**config.mk**
```make
export PLATFORM = sky130hd
export DESIGN_NAME = hazard_controller
export DESIGN_NICKNAME = d
export VERILOG_FILES = /design/src/rtl/hazard_controller.sv
export SDC_FILE = /design/constraint.sdc
export NUM_CORES = 1
export LEC_CHECK = 0
export CAP_MARGIN = 0
export CELL_PAD_IN_SITES_DETAIL_PLACEMENT = 2
export CELL_PAD_IN_SITES_GLOBAL_PLACEMENT = 2
export CORE_MARGIN = 2
export CORE_UTILIZATION = 27
export CTS_CLUSTER_SIZE = 25
export DETAILED_ROUTE_END_ITERATION = 10
export PLACE_DENSITY_LB_ADDON = 0.1
export SLEW_MARGIN = 10
export SYNTH_ARGS = -nofsm -noshare
export SYNTH_HDL_FRONTEND = slang
export SYNTH_SLANG_ARGS = --single-unit
```
**constraint.sdc**
```tcl
create_clock -name clk -period 2.06 [get_ports clk]
set_input_delay 0.412 -clock clk [delete_from_list [all_inputs] [get_ports clk]]
set_output_delay 0.412 -clock clk [all_outputs]
set_load 0.01 [all_outputs]
```
**src/rtl/hazard_controller.sv**
```systemverilog
// Pipeline sequencing controller: branch flushes, load-use stalls, multi-cycle EX holds,
// fetch wait states, saturating stall/flush counters and a sticky fetch-timeout flag.
module hazard_controller #(
  parameter int MUL_LATENCY  = 4,
  parameter int IMEM_TIMEOUT = 64
) (
  input  logic        clk,
  input  logic        reset,
  input  logic [4:0]  id_rs,
  input  logic [4:0]  id_rt,
  input  logic        id_rt_used,
  input  logic        ex_mem_read,
  input  logic [4:0]  ex_rd,
  input  logic        ex_multi_start,
  input  logic        branch_taken,
  input  logic        imem_ready,
  output logic        pc_write,
  output logic        if_id_stall,
  output logic        if_id_flush,
  output logic        id_ex_flush,
  output logic        ex_hold,
  output logic        busy,
  output logic [15:0] stall_cycles,
  output logic [15:0] flush_count,
  output logic        imem_error
);

  typedef enum logic [0:0] {RUN = 1'b0, MULTI = 1'b1} state_t;

  // MULTI covers MUL_LATENCY-2 cycles, so the down-counter starts one below that
  localparam logic [3:0] CNT_INIT = 4'(MUL_LATENCY - 3);
  localparam logic [7:0] WAIT_MAX = 8'(IMEM_TIMEOUT);

  state_t      state;
  logic [3:0]  cnt;
  logic [7:0]  wcnt;
  logic        load_use;
  logic        sel_branch;
  logic        sel_multi;
  logic        sel_wait;

  assign load_use = ex_mem_read && (ex_rd != 5'd0) &&
                    ((ex_rd == id_rs) || (id_rt_used && (ex_rd == id_rt)));

  // Priority decode of the pipeline controls from state and current inputs
  always_comb begin
    pc_write    = 1'b0;
    if_id_stall = 1'b0;
    if_id_flush = 1'b0;
    id_ex_flush = 1'b0;
    ex_hold     = 1'b0;
    busy        = 1'b0;
    sel_branch  = 1'b0;
    sel_multi   = 1'b0;
    sel_wait    = 1'b0;
    if (!reset) begin
      if_id_flush = 1'b1;
      id_ex_flush = 1'b1;
    end else begin
      case (state)
        RUN: begin
          if (branch_taken) begin
            sel_branch  = 1'b1;
            pc_write    = 1'b1;
            if_id_flush = 1'b1;
            id_ex_flush = 1'b1;
          end else if (ex_multi_start) begin
            sel_multi   = 1'b1;
            if_id_stall = 1'b1;
            ex_hold     = 1'b1;
          end else if (load_use) begin
            if_id_stall = 1'b1;
            id_ex_flush = 1'b1;
          end else if (!imem_ready) begin
            sel_wait    = 1'b1;
            if_id_flush = 1'b1;
          end else begin
            pc_write    = 1'b1;
          end
        end
        MULTI: begin
          if_id_stall = 1'b1;
          ex_hold     = 1'b1;
          busy        = 1'b1;
        end
        default: begin
          pc_write    = 1'b0;
        end
      endcase
    end
  end

  // Sequencing FSM for multi-cycle EX operations
  always_ff @(posedge clk or negedge reset) begin
    if (!reset) begin
      state <= RUN;
      cnt   <= 4'd0;
    end else begin
      case (state)
        RUN: begin
          if (sel_multi && (MUL_LATENCY != 2)) begin
            state <= MULTI;
            cnt   <= CNT_INIT;
          end
        end
        MULTI: begin
          if (cnt == 4'd0) begin
            state <= RUN;
          end else begin
            cnt <= cnt - 4'd1;
          end
        end
        default: begin
          state <= RUN;
          cnt   <= 4'd0;
        end
      endcase
    end
  end

  // Saturating performance counters
  always_ff @(posedge clk or negedge reset) begin
    if (!reset) begin
      stall_cycles <= 16'd0;
      flush_count  <= 16'd0;
    end else begin
      if (!pc_write && (stall_cycles != 16'hFFFF)) begin
        stall_cycles <= stall_cycles + 16'd1;
      end
      if (sel_branch && (flush_count != 16'hFFFF)) begin
        flush_count <= flush_count + 16'd1;
      end
    end
  end

  // Fetch-wait watchdog; any cycle not selecting the wait rule restarts the count
  always_ff @(posedge clk or negedge reset) begin
    if (!reset) begin
      wcnt       <= 8'd0;
      imem_error <= 1'b0;
    end else if (sel_wait) begin
      if (wcnt != WAIT_MAX) begin
        wcnt <= wcnt + 8'd1;
      end
      if (wcnt >= (WAIT_MAX - 8'd1)) begin
        imem_error <= 1'b1;
      end
    end else begin
      wcnt <= 8'd0;
    end
  end

endmodule

```
# Word-level counts from Yosys, hierarchy flattened
# Cells that the tools add are included.
# word_totals
out_inout_bits,39
inputBits,22
ff_bits,46
# classes
eq_ne,8
muxes,43
n_bitwise,1
reduce_logical,11
order_cmp,1
addsub,4
# op_table
op,count
$mux 1,35
$add 16x1->16 const B,2
$ne 16x16->1 const B,2
$mux 8,2
$eq 5x5->1,2
$add 8x1->8 const B,1
$ge 8x6->1 const B,1
$mux 4,2
$ne 8x7->1 const B,1
$pmux 4 s2,1
$pmux 1 s2,3
$logic_and 1x1->1,5
$reduce_bool 5->1,1
$logic_not 4->1,1
$ne 2x2->1 const B,2
$reduce_and 2->1,2
$sub 4x1->4 const B,1
$ne 2x1->1 const B,1
$logic_not 1->1,1
$logic_or 1x1->1,1
$not 1->1,1

# Longest topological paths before layout
# depth
ltp_word,11
mapped_depth,8
ltp_nobuf,7

# Worst setup path after synthesis
# OpenSTA, ideal clock, no wires.
# synth_timing
path_type,input port to output port
startpoint,input ex_rd[4]
endpoint,output pc_write
path_stages,6
t_arrival_ns,1.711
slack_ns,-0.063
n_path_buf,1
t_required_ns,1.648
path_cell_list,xor2_1 -> nor4_1 -> a32oi_1 -> o2111a_2 -> buf_6 -> or2_2
# synth_via
elab_chain_cells,9
# synth_lines
item,line_no,text
start: declaration,13,"input logic [4:0] ex_rd,"
$eq 5x5->1,43,((ex_rd == id_rs) || (id_rt_used && (ex_rd == id_rt)));
$logic_and 1x1->1,43,
$logic_or 1x1->1,43,
$logic_and 1x1->1 (*),42,assign load_use = ex_mem_read && (ex_rd != 5'd0) &&
$mux 1 (*),71,end else if (load_use) begin
$mux 1 (*),67,end else if (ex_multi_start) begin
$mux 1 (*),62,if (branch_taken) begin
$mux 1 (*),60,case (state)
$mux 1 (*),56,if (!reset) begin
end: declaration,17,"output logic pc_write,"
# Every way passes the cells marked *; elsewhere a longest branch is shown, timed or not.

# Worst setup path in the final report
# layout_timing
startpoint,input id_rt[2]
endpoint,output pc_write
# layout_via
elab_chain_cells,9
# layout_lines
item,line_no,text
start: declaration,10,"input logic [4:0] id_rt,"
$eq 5x5->1,43,
$logic_and 1x1->1,43,
$logic_or 1x1->1,43,
$logic_and 1x1->1,42,
$mux 1,71,
$mux 1,67,
$mux 1,62,
$mux 1,60,
$mux 1,56,
# No other way between the ends.

==> flow_summary.json <==
{
  "core_area_um2": 8640,
  "post-dp-hpwl_um": 5210,
  "grt_pass1_wl_um": 12000,
  "antenna_cells": 0,
  "ys_seq_area_frac": 0.485,
  "die_w_um": 97.7,
  "crit_type": "in2out",
  "drive_above_1_share": 0.258,
  "vias": 2107,
  "relSlewSlack": 0.651,
  "grt_max_degree": 22,
  "vias_per_cell": 4.73,
  "cp-end-kind": "output pin",
  "synth_edf_count": 0,
  "clk_latency_ns": 0.31,
  "drc": 0,
  "fin_crit_sh": 1.12,
  "synthTopCellsByArea": "dfrtp_1, xor2_1, xnor2_1",
  "port_buffers": 60,
  "drt_wl_total_um": 7130,
  "synthArstFlopShare": 1.00,
  "maxCapViolCount": 0,
  "timing.hold.ws_ns": 0.0939,
  "r2r_end": "stall_cycles[15]",
  "wl_per_cell_um": 16.0,
  "power_density_nw_per_um2": 862,
  "synthDominantCellAreaShare": 0.485,
  "synth_top_cell_by_area": "dfrtp_1",
  "required_ns": 1.65,
  "antenna_found_initial": 0,
  "fmax_ghz": 0.432,
  "syn-cell-area_um2": 2370,
  "fin_crit_ns": 2.31,
  "crit_arrival_ns": 1.90,
  "grt_pass1_vias": 2425,
  "status": "finished, violations left",
  "grt_overflow": 0,
  "final-setup-viol-count": 7,
  "fin_skew_ns": 0.0115,
  "syn2layout_area_growth_pct": 55.7,
  "worstPathCellList": "clkbuf_2, xor2_1, nor4_2, a32oi_1, buf_4, o2111a_2, or2_4, buf_6",
  "globalRouteMet3Util": 0.0353,
  "row_count": 34,
  "cts-buffers-inserted": 5,
  "holdCritPathClass": "in2async",
  "r2r_start": "stall_cycles[7]",
  "synth_cell_types": 33,
  "start_kind": "input pin",
  "clkTransAtPathRegs_ns": 0.10,
  "slowest_stage": "nor4_2",
  "cts_tree": "built",
  "num-fill-cells": 928,
  "slew_violations": 0,
  "synth_common_cells": "dfrtp_1, xor2_1, nor2_1, nand2_1, nand3_1",
  "gp_congestion": 0.763,
  "final_core_util": 0.428,
  "die-area_um2": 9550,
  "grt_setup_unrepaired": "yes",
  "reg2reg_slack_ns": 0.10,
  "postSynthCellCount": 239,
  "antenna_left": 0,
  "worst_pin_slew_ns": 0.522,
  "cts_root_buf": "clkbuf_8",
  "initial_utilization": 0.275,
  "cpPeakStageDelay_ns": 0.29,
  "gr-usage-met1": 0.198,
  "first_iter_violations": 34,
  "finalHoldViolCount": 0,
  "ir_drop_uv": 552,
  "setup_slack_ns": -0.252,
  "ys_warn_count": 0,
  "die_h_um": 97.7,
  "nNetsFinal": 363,
  "met2_usage": 0.265,
  "htree_levels": 2,
  "syn-num-nets": 266,
  "dr.pass1.iters": 4,
  "cp_max_fo": 2,
  "cts_buffer_depth": 2,
  "yosys.cell_count.top_type": "dfrtp_1",
  "gr-usage-all-layers": 0.154,
  "grt.busiest_layer": "met2",
  "clock-sinks": 46,
  "synth_top_flop_cell": "dfrtp_1",
  "r2r_cells": 7,
  "io_pins": 61,
  "violations": "setup timing",
  "synth_area_per_cell_um2": 9.92,
  "p_leak_nw": 1.67,
  "ys_seq_elements": 46
}
how the worst max path moves through the flow:
stage / slack [ns] / end / startpoint / cells after the start
floorplan: -0.01 / pc_write / ex_rd[0] / 6
global placement: -0.92 / if_id_flush / ex_rd[2] / 7
detailed placement: -0.98 / if_id_flush / ex_rd[2] / 7
CTS: -0.30 / pc_write / id_rt[0] / 8
global route: -0.33 / pc_write / id_rt[2] / 8
finish: -0.25 / pc_write / id_rt[2] / 8
kinds of logic (layout without fill, tap and decap cells):
family,count (synthesis),after routing,share of synthesized area
adders and majority gates,5,5,0.0264
muxes,2,2,0.00950
xor gates and xnor gates,48,48,0.177
DFF,46,46,0.485
AOI/OAI and AO/OA,13,13,0.0406
buffers and inverters,11,109,0.0211
and+or+nand+nor,114,114,0.240
registers in the layout, indices dropped and copies added (netlist names):
signal        cells
flush_count      16
stall_cycles     16
wcnt              8
cnt               4
imem_error        1
state             1
power by group:
group / switching (W) / leakage, nW / internal [W] / total [W]
logic: 0.000508 / 0.987 / 0.000598 / 0.00111
clock network: 0.000326 / 0.0714 / 0.000518 / 0.000844
registers: 0.000171 / 0.609 / 0.00106 / 0.00123
total: 0.00101 / 1.67 / 0.00218 / 0.00318
routing by layer:
layer	wire [µm]	share of wire	vias to the layer above
li1	-	-	1002
met5	0	0	-
met4	68	0.0095	0
met1	3120	0.44	1054
met3	276	0.039	6
met2	3670	0.51	45
cell usage in the layout (no fill, tap or decap), types with 2 or more instances in the layout:
| cell type | count |
|---|---|
| nand2_1 | 19 |
| buf_6 | 10 |
| nor2_2 | 3 |
| and3_1 | 7 |
| nor4_1 | 2 |
| and2_1 | 3 |
| xor2_1 | 32 |
| nand2b_1 | 2 |
| dfrtp_1 | 46 |
| clkdlybuf4s50_1 | 39 |
| xnor2_1 | 13 |
| clkbuf_8 | 6 |
| bufinv_16 | 2 |
| nor3_2 | 4 |
| nor3_1 | 3 |
| nand4_1 | 4 |
| nor2_4 | 2 |
| or2_2 | 2 |
| nor4_4 | 5 |
| xor2_2 | 2 |
| dlygate4sd2_1 | 6 |
| nand3_1 | 18 |
| inv_1 | 9 |
| ha_1 | 5 |
| buf_4 | 29 |
| o21bai_1 | 2 |
| nor3_4 | 4 |
| nor2_1 | 26 |
| buf_2 | 5 |
| and4_1 | 3 |
timing repair:
item,in CTS,in global routing
hold buffers,0,0
endpoints found under the setup margin,21,19
resized for setup,76,37
pin swaps,9,22
setup buffers,3,3
final cells by class:
cell class / count / area, µm² / share of cell area
tap: 108 / 135 / 0.0366
sequential: 46 / 1150 / 0.312
clock inverter: 2 / 60.1 / 0.0163
inverter: 9 / 33.8 / 0.00915
multi-input combinational: 182 / 1400 / 0.378
clock buffer: 6 / 82.6 / 0.0224
timing repair buffer: 92 / 833 / 0.226
critical path, delay by kind of cell:
family	cells	cell delay, ns
xor gates and xnor gates	1	0.16
AOI/OAI and AO/OA	2	0.44
buffers and inverters	3	0.37
and+or+nand+nor	2	0.53
metrics by stage:
stage	instance area [µm²]	power, W	cells	worst slack [ns]	setup TNS (ns)
5_1_grt	3690	0.00341	445	-0.333	-1.40
3_3_place_gp	3280	0.00224	431	-0.924	-13.20
6_report	3690	0.00318	445	-0.252	-0.620
4_1_cts	3480	0.00313	442	-0.296	-0.611
3_5_place_dp	3280	0.00226	431	-0.983	-14.87
2_1_floorplan	2370	0.00168	239	-0.0101	-0.0101
Note: power is estimated with default switching activity, not from simulation.
